===== config.mk =====
export PLATFORM = sky130hd
export DESIGN_NAME = int_ctrl_flat
export DESIGN_NICKNAME = d
export VERILOG_FILES = /design/src/rtl/int_ctrl_pkg.sv /design/src/rtl/int_ctrl_if.sv /design/src/rtl/int_ctrl_prio_enc.sv /design/src/rtl/int_ctrl.sv /design/src/flat_wrapper.sv
export SDC_FILE = /design/constraint.sdc
export NUM_CORES = 1
export LEC_CHECK = 0
export BUFFER_PORTS_ARGS = -buffer_cell sky130_fd_sc_hd__buf_2
export CELL_PAD_IN_SITES_DETAIL_PLACEMENT = 1
export CELL_PAD_IN_SITES_GLOBAL_PLACEMENT = 1
export CORE_UTILIZATION = 34
export DETAILED_ROUTE_END_ITERATION = 12
export GPL_TIMING_DRIVEN = 1
export PLACE_DENSITY_LB_ADDON = 0.1
export SLEW_MARGIN = 20
export SYNTH_ARGS = -nofsm -noshare
export SYNTH_HDL_FRONTEND = slang
export SYNTH_HIERARCHICAL = 1
export SYNTH_SLANG_ARGS = --single-unit

===== constraint.sdc =====
create_clock -name i_clk -period 1.85 [get_ports i_clk]
set_clock_uncertainty 0.05 [all_clocks]
set_input_delay 0.185 -clock i_clk [delete_from_list [all_inputs] [get_ports i_clk]]
set_output_delay 0.185 -clock i_clk [all_outputs]
set_load 0.02 [all_outputs]

===== src/rtl/int_ctrl_pkg.sv =====
// Shared types and cop0 constants for the interrupt controller.
package int_ctrl_pkg;

   typedef enum logic [1:0] {
      IDLE    = 2'd0,
      REQ     = 2'd1,
      SERVICE = 2'd2
   } state_e;

   localparam int COP0_STATUS = 12;
   localparam int COP0_CAUSE  = 13;
   localparam int COP0_EPC    = 14;

   localparam int CAUSE_EXT  = 0;
   localparam int CAUSE_ADDR = 1;
   localparam int CAUSE_OVF  = 2;

   // Synchronous exceptions always outrank an external interrupt.
   function automatic logic sync_exc(input logic ovf, input logic wrong_addr);
      return ovf | wrong_addr;
   endfunction

endpackage


===== src/rtl/int_ctrl_if.sv =====
// Bus between the pipeline/cop0 side (master) and the interrupt controller (slave).
interface int_ctrl_if #(
   parameter int N_IRQ = 8,
   parameter int IDW   = 3
);
   logic [N_IRQ-1:0] i_irq;
   logic [N_IRQ-1:0] i_mask;
   logic             i_int_en;
   logic             i_overflow;
   logic             i_wrong_addr;
   logic             i_ack;
   logic             i_eret;
   logic [N_IRQ-1:0] i_clr;
   logic             o_ext_int;
   logic [IDW-1:0]   o_irq_id;
   logic [N_IRQ-1:0] o_pending;
   logic             o_busy;
   logic             o_taken;

   modport master (
      output i_irq, i_mask, i_int_en, i_overflow, i_wrong_addr,
             i_ack, i_eret, i_clr,
      input  o_ext_int, o_irq_id, o_pending, o_busy, o_taken
   );

   modport slave (
      input  i_irq, i_mask, i_int_en, i_overflow, i_wrong_addr,
             i_ack, i_eret, i_clr,
      output o_ext_int, o_irq_id, o_pending, o_busy, o_taken
   );
endinterface


===== src/rtl/int_ctrl_prio_enc.sv =====
// Fixed-priority encoder: lowest set index wins.
module int_ctrl_prio_enc #(
   parameter int N   = 8,
   parameter int IDW = 3
) (
   input  logic [N-1:0]   i_req,
   output logic           o_valid,
   output logic [IDW-1:0] o_id
);

   always_comb begin
      o_valid = |i_req;
      o_id    = '0;
      for (int i = N - 1; i >= 0; i--) begin
         if (i_req[i]) o_id = IDW'(i);
      end
   end

endmodule


===== src/rtl/int_ctrl.sv =====
// Interrupt controller ahead of cop0: edge capture, masking, priority, handler tracking.
// Define IRQ_SYNC_EN to add a 2-flop synchronizer on the raw interrupt lines.
//
//   state   | meaning
//   IDLE    | no request outstanding, looking for an eligible line
//   REQ     | o_ext_int raised for the frozen id, waiting for cop0 to take it
//   SERVICE | exception handler running, waiting for ERET
module int_ctrl
   import int_ctrl_pkg::*;
#(
   parameter int N_IRQ = 8,
   parameter int IDW   = 3
) (
   input  logic     i_clk,
   input  logic     i_rst_n,
   int_ctrl_if.slave bus
);

   logic [N_IRQ-1:0] irq_s;
   logic [N_IRQ-1:0] irq_prev_q, irq_prev_d;
   logic [N_IRQ-1:0] pend_q, pend_d;
   logic [N_IRQ-1:0] rise, elig, sel_vec, acc_vec;
   state_e           state_q, state_d;
   logic [IDW-1:0]   id_q, id_d;
   logic             ext_int_q, busy_q, taken_q;
   logic             accept, exc, elig_id;
   logic             win_valid;
   logic [IDW-1:0]   win_id;

`ifdef IRQ_SYNC_EN
   logic [N_IRQ-1:0] meta_q, meta_d, sync_q, sync_d;

   always_comb begin
      meta_d = bus.i_irq;
      sync_d = meta_q;
   end

   always_ff @(posedge i_clk) begin
      if (!i_rst_n) begin
         meta_q <= '0;
         sync_q <= '0;
      end else begin
         meta_q <= meta_d;
         sync_q <= sync_d;
      end
   end

   assign irq_s = sync_q;
`else
   assign irq_s = bus.i_irq;
`endif

   // Mask gates requesting only; capture sees every line.
   assign rise = irq_s & ~irq_prev_q;
   assign elig = pend_q & bus.i_mask;
   assign exc  = sync_exc(bus.i_overflow, bus.i_wrong_addr);

   int_ctrl_prio_enc #(.N(N_IRQ), .IDW(IDW)) u_prio (
      .i_req   (elig),
      .o_valid (win_valid),
      .o_id    (win_id)
   );

   always_comb begin
      sel_vec = '0;
      for (int i = 0; i < N_IRQ; i++) begin
         sel_vec[i] = (id_q == IDW'(i));
      end
      elig_id = |(elig & sel_vec);
   end

   always_comb begin
      state_d    = state_q;
      id_d       = id_q;
      accept     = 1'b0;
      irq_prev_d = irq_s;
      case (state_q)
         IDLE: begin
            if (bus.i_ack) begin
               state_d = SERVICE;
            end else if (bus.i_int_en && win_valid && !exc) begin
               state_d = REQ;
               id_d    = win_id;
            end
         end
         REQ: begin
            if (bus.i_ack) begin
               state_d = SERVICE;
               accept  = !exc;
            end else if (!bus.i_int_en || !elig_id) begin
               state_d = IDLE;
            end
         end
         SERVICE: begin
            if (bus.i_eret) state_d = IDLE;
         end
         default: state_d = IDLE;
      endcase
      acc_vec = accept ? sel_vec : '0;
      // A new edge wins over a clear landing in the same cycle.
      pend_d  = (pend_q & ~(bus.i_clr | acc_vec)) | rise;
   end

   always_ff @(posedge i_clk) begin
      if (!i_rst_n) begin
         state_q    <= IDLE;
         id_q       <= '0;
         pend_q     <= '0;
         irq_prev_q <= '0;
         ext_int_q  <= 1'b0;
         busy_q     <= 1'b0;
         taken_q    <= 1'b0;
      end else begin
         state_q    <= state_d;
         id_q       <= id_d;
         pend_q     <= pend_d;
         irq_prev_q <= irq_prev_d;
         ext_int_q  <= (state_d == REQ);
         busy_q     <= (state_d == SERVICE);
         taken_q    <= accept;
      end
   end

   assign bus.o_ext_int = ext_int_q;
   assign bus.o_irq_id  = id_q;
   assign bus.o_pending = pend_q;
   assign bus.o_busy    = busy_q;
   assign bus.o_taken   = taken_q;

endmodule

===== src/flat_wrapper.sv =====
// flat-port wrapper written by rule: the top's interface ports become plain ports
module int_ctrl_flat import int_ctrl_pkg::*;
#(
   parameter int N_IRQ = 8,
   parameter int IDW   = 3
)
  (i_clk, i_rst_n, bus_i_irq, bus_i_mask, bus_i_int_en, bus_i_overflow, bus_i_wrong_addr, bus_i_ack, bus_i_eret, bus_i_clr, bus_o_ext_int, bus_o_irq_id, bus_o_pending, bus_o_busy, bus_o_taken);
  int_ctrl_if #(.N_IRQ(N_IRQ), .IDW(IDW)) bus_i ();
  input  logic i_clk;
  input  logic i_rst_n;
  input wire logic [$bits(bus_i.i_irq)-1:0] bus_i_irq;
  input wire logic [$bits(bus_i.i_mask)-1:0] bus_i_mask;
  input wire logic [$bits(bus_i.i_int_en)-1:0] bus_i_int_en;
  input wire logic [$bits(bus_i.i_overflow)-1:0] bus_i_overflow;
  input wire logic [$bits(bus_i.i_wrong_addr)-1:0] bus_i_wrong_addr;
  input wire logic [$bits(bus_i.i_ack)-1:0] bus_i_ack;
  input wire logic [$bits(bus_i.i_eret)-1:0] bus_i_eret;
  input wire logic [$bits(bus_i.i_clr)-1:0] bus_i_clr;
  output wire logic [$bits(bus_i.o_ext_int)-1:0] bus_o_ext_int;
  output wire logic [$bits(bus_i.o_irq_id)-1:0] bus_o_irq_id;
  output wire logic [$bits(bus_i.o_pending)-1:0] bus_o_pending;
  output wire logic [$bits(bus_i.o_busy)-1:0] bus_o_busy;
  output wire logic [$bits(bus_i.o_taken)-1:0] bus_o_taken;
  assign bus_i.i_irq = bus_i_irq;
  assign bus_i.i_mask = bus_i_mask;
  assign bus_i.i_int_en = bus_i_int_en;
  assign bus_i.i_overflow = bus_i_overflow;
  assign bus_i.i_wrong_addr = bus_i_wrong_addr;
  assign bus_i.i_ack = bus_i_ack;
  assign bus_i.i_eret = bus_i_eret;
  assign bus_i.i_clr = bus_i_clr;
  assign bus_o_ext_int = bus_i.o_ext_int;
  assign bus_o_irq_id = bus_i.o_irq_id;
  assign bus_o_pending = bus_i.o_pending;
  assign bus_o_busy = bus_i.o_busy;
  assign bus_o_taken = bus_i.o_taken;
  int_ctrl #(.N_IRQ(N_IRQ), .IDW(IDW)) u_core (.i_clk(i_clk), .i_rst_n(i_rst_n), .bus(bus_i));
endmodule

==> Word level (Yosys, flattened, before mapping) <==
Index checks and enable logic that the tools add are counted.
{ "word_totals": {"register_bits": 24, "rom_bits": 0, "n_memories": 0, "out_inout_bits": 14, "latchBits": 0, "word_cells": 56, "in_bits": 31, "ramBits": 0} }
{ "classes": {"n_lt_le_gt_ge": 0, "n_mul": 0, "reduce_logical": 11, "mux": 17, "addsub": 0, "n_eq_ne": 11, "n_shift": 0, "div": 0, "bitwise": 10} }
{ "ops": {"columns": ["operator", "count"], "rows": [
  ["8-bit bitwise AND", 4],
  ["3-bit two-way mux", 8],
  ["8-bit NOT", 2],
  ["8-bit bitwise OR", 2],
  ["8-bit OR reduction", 2],
  ["3-bit == test, second input constant", 4],
  ["2-bit two-way mux", 5],
  ["8-bit two-way mux", 1],
  ["3-bit by 2-bit == test with 1-bit output, second input constant", 2],
  ["2-bit case mux with 3 select lines", 1],
  ["2-bit by 1-bit == test with 1-bit output, second input constant", 2],
  ["2-bit == test, second input constant", 2],
  ["3-bit by 1-bit == test with 1-bit output, second input constant", 1],
  ["1-bit zero test", 3],
  ["3-bit zero test", 1],
  ["3-bit AND reduction", 1],
  ["1-bit logical AND", 2],
  ["2-bit zero test", 1],
  ["1-bit two-way mux", 2],
  ["1-bit logical OR", 1],
  ["1-bit NOT", 1],
  ["1-bit bitwise OR", 1]
]} }

==> Longest topological paths before layout <==
{ "logic_depth": {"depth_word": 9, "depth_mapped": 7, "depth_no_buf": 7} }

==> Hierarchy <==
The synthesis kept the hierarchy.
{ "by_module_without_submodules": {"columns": ["mod", "instances", "area_each_um2", "cells_per_inst", "seq_area_each_um2"], "rows": [
  ["int_ctrl", 1, 1073.5, 110, 480.5],
  ["int_ctrl_prio_enc", 1, 81.3, 13, 0.0]
]} }

==> Worst setup path after synthesis <==
OpenSTA, ideal clock, no wires.
{ "synth_timing": {"path_kind": "reg-to-reg", "from": "reg u_core.pend_q[6] (netlist: u_core/bus.o_pending[6])", "to": "reg u_core.id_q[1] (netlist: u_core/bus.o_irq_id[1])", "setup_slack_ns": 0.326, "path_stages_with_launch": 7, "arrival_time_ns": 1.357, "path_cell_list": "dfxtp_1 and2_1 nor4_2 nand3_1 nand4b_4 mux2i_1 nor2b_1"} }
{ "synth_rtl": {"columns": ["item", "line", "source"], "rows": [
  ["from (decl)", "int_ctrl.sv:21", "logic [N_IRQ-1:0] pend_q, pend_d;"],
  ["from (signal assigned)", "int_ctrl.sv:116", "pend_q <= pend_d;"],
  ["8-bit bitwise AND", "int_ctrl.sv:55", "assign elig = pend_q & bus.i_mask;"],
  ["net u_core.elig[6]", "int_ctrl.sv:22", "logic [N_IRQ-1:0] rise, elig, sel_vec, acc_vec;"],
  ["8-bit OR reduction", "int_ctrl_prio_enc.sv:12", "o_valid = |i_req;"],
  ["net u_core.win_valid", "int_ctrl.sv:27", "logic win_valid;"],
  ["1-bit logical AND (2 in series)", "int_ctrl.sv:81", "end else if (bus.i_int_en && win_valid && !exc) begin"],
  ["3-bit AND reduction (no line)", null, null],
  ["to (signal assigned)", "int_ctrl.sv:115", "id_q <= id_d;"],
  ["to (decl)", "int_ctrl.sv:24", "logic [IDW-1:0] id_q, id_d;"]
]} }
The timed path passes the listed nets, and every way through them passes these cells.
A chain may end at the register's enable or synchronous reset.

==> Worst setup path after layout <==
{ "layout_timing": {"from": "reg u_core.pend_q[4] (netlist: u_core/bus.o_pending[4])", "to": "reg u_core.id_q[1] (netlist: u_core/bus.o_irq_id[1])"} }
The elaborated chain is that of the path after synthesis.

==> out/results.ini <==
[grt]
track_usage = 0.186
grt-ovfl-total = 0
antenna_found_initial = 0
grt_pass1_wl_microns = 4740
grt_max_degree = 24
grt_pass1_vias = 1072

[cells_and_area]
area_growth_syn_to_layout_pct = 32.5
fillers = 389
final_cell_area_sq_mm = 0.00153
drive_above_1_share = 0.367
antenna_cells = 0
fin_util = 0.489
fin_nets = 210

[detailed_routing]
drc = 0
dr.pass1.iters = 4
wl_per_cell_microns = 13.3
ant_nets = 0
wirelength_microns = 2950
drt_iter0_drc = 19
num_vias = 1060
via_per_inst = 4.80

[timing]
worst_pin_slew_ns = 0.392
slew_headroom = 0.739
tns_ns = 0
fin_crit_sh = 0.853
holdWs_ns = 0.0187
rsz0062_at_grt = false
period_needed_ns = 1.58
max_freq_mhz = 634
fin_ws_ns = 0.273
finalHoldViolCount = 0
drv_slew = 0
setup_viol = 0

[min_path]
hp-class = input port to flop
hold_depth = 3
worstHoldEndpoint = u_core/irq_prev_q[0]
hold_start = bus_i_irq[0]

[flow_run]
drv_cap = 0

[power]
ir_worst_vdd_mv = 0.313
powerDensity_mw_per_mm2 = 637
p_leak_uw = 0.000778

[setup_path]
path_cells = nand2_1 > inv_1 > nor4_2 > nand3_1 > nand4b_4 > mux2i_1 > nor2b_1
cp.required_ns = 2.02
reg2regPathDepth = 7
critPathBufInv = 1
critPathKind = flop to flop
arrival_ns = 1.75
r2r-start = u_core/bus.o_pending[4]
cp-start-kind = flop
worst-r2r-setup-slack_ns = 0.27
cp_slowest_cell = dfxtp_1
rr_endpoint = u_core/bus.o_irq_id[1]
crit_family = simple AND/OR/NAND/NOR gates
cp_max_fo = 3
cp-end-kind = flop
slowest_delay_ns = 0.35

[clock_tree]
htree_levels = 1
insertion_delay_ns = 0.32
cts_root_buf = clkbuf_4
cts.sinks = 24
cts_resized = 0
cts_buffers = 3
clockBufferDepth = 2
tritoncts = yes
path_clk_slew_ns = 0.12

[logic_synthesis]
synth.net_count = 154
synth_top_cells_by_area = dfxtp_1 42%, nand2_1 6.8%, o32ai_2 5.6%
ys_seq_area_frac = 0.416
syn_inst = 123
syn_area_per_cell_sq_um = 9.39
synth_seq_cells = 24
syn_area_sq_mm = 0.00115
yosysTopAreaCell = dfxtp_1
synth_cell_types = 36
yosysTopAreaCellShare = 0.416
yosysWarnings = 6

[status]
status = finished, final reports clean

[place]
placed_area_sq_mm = 0.00142
gp_congestion = 0.846
hpwl_microns = 2300
io_buffers = 44
pre_cts_slack_ns = 0.302

[floorplanning]
coreArea_sq_mm = 0.00313
rows = 20
start_util = 0.369
die-area_sq_mm = 0.00363
fp.dieW_microns = 60.3
die-height_microns = 60.3
io_pins = 45

per-stage QoR:
stage / std cells / total power (uW)
finish: 221 / 975
global route: 221 / 1040
CTS: 217 / 988
detailed placement: 209 / 747
global placement: 209 / 739
floorplan: 123 / 677
power by group:
part	total, uW	leakage [uW]	switching, uW	internal, uW
logic	187	0.000565	96.6	89.9
clock network	227	0.0000138	151	76.4
registers	562	0.000198	17.6	544
total	975	0.000778	265	710
repair_timing:
item	CTS	global route
hold buffers	5	4
buffers inserted	0	0
hold endpoints to repair	5	4
cells by family after synthesis:
group | count (synthesis) | synth area share
muxes | 5 | 0.0444
buffers and inverters | 16 | 0.0596
and+or+nand+nor | 57 | 0.303
DFF | 24 | 0.416
AOI/OAI and AO/OA | 21 | 0.177
routing by layer:
layer,part of all wire,track usage,wire [microns]
met1,0.42,0.198,1230
met2,0.52,0.323,1540
met3,0.044,0.0584,131
met4,0.017,0.0963,50
met5,0,0,0
area by class of cell:
class                      instances  area (sq um)  area share
multi-input combinational         83           606       0.396
timing repair buffer              54           318       0.208
tap                               44          55.1      0.0360
sequential                        24           480       0.314
clock buffer                       3          22.5      0.0147
inverter                          13          48.8      0.0319
worst min-delay path: cells and delay by family:
kind,cells,cell delay (ns)
simple gates,1,0.06
buf+inv,2,0.12
how the worst max path moves through the flow:
stage / to / depth (start not counted) / start
detailed placement: u_core/bus.o_irq_id[1] / 6 / u_core/bus.o_pending[6]
finish: u_core/bus.o_irq_id[1] / 7 / u_core/bus.o_pending[4]
global placement: u_core/bus.o_irq_id[1] / 6 / u_core/bus.o_pending[6]
global route: u_core/bus.o_irq_id[1] / 7 / u_core/bus.o_pending[4]
CTS: u_core/bus.o_irq_id[1] / 6 / u_core/bus.o_pending[6]
floorplan: u_core/bus.o_irq_id[1] / 6 / u_core/bus.o_pending[6]
state kept, by name (all words and copies together) (netlist names):
name,count
u_core/state_q,2
u_core/bus.o_pending,8
u_core/irq_prev_q,8
u_core/bus.o_taken,1
u_core/bus.o_ext_int,1
u_core/bus.o_busy,1
u_core/bus.o_irq_id,3
placed cells by master, fill, tap and decap left out:
cell type      netlist  final
nor2b_1              6      6
o221ai_2             1      1
nand3_1              2      2
a31oi_1              2      2
o21ai_0              1      1
nand2_1             21     21
a21oi_1              2      2
o21ai_2              1      1
a21o_1               1      1
o32ai_2              4      4
clkbuf_4             0      3
o21bai_1             1      1
nand4_2              1      1
o32ai_1              4      4
nor4_2               1      1
nor2b_2              1      1
nand2b_4             2      2
o41ai_1              1      1
buf_4                0      1
nor2_1              11     11
nor3b_4              1      1
o22ai_1              1      1
nor2_4               1      1
mux2i_1              4      4
and4_1               1      1
inv_1               13     13
nand4b_4             1      1
mux2_2               1      1
a2bb2oi_2            1      1
dfxtp_1             24     24
buf_2                1     44
a21boi_0             1      1
nand4b_2             1      1
dlygate4sd3_1        0      9
and2_1               4      4
and3b_1              1      1
nor3_1               2      2
cell usage after synthesis (all sizes together):
| cell | n |
|---|---|
| and4 | 1 |
| clkbuf | 1 |
| nor2 | 12 |
| nand2b | 2 |
| o22ai | 1 |
| nand4b | 2 |
| a21oi | 2 |
| and3b | 1 |
| o32ai | 8 |
| dfxtp | 24 |
| nor3 | 2 |
| o21ai | 2 |
| a2bb2oi | 1 |
| a21boi | 1 |
| o21bai | 1 |
| mux2i | 4 |
| nand4 | 1 |
| buf | 2 |
| o221ai | 1 |
| and2 | 4 |
| nand2 | 21 |
| a31oi | 2 |
| nor3b | 1 |
| mux2 | 1 |
| a21o | 1 |
| nor2b | 7 |
| inv | 13 |
| o41ai | 1 |
| nand3 | 2 |
| nor4 | 1 |
(Power assumes the default switching activity.)
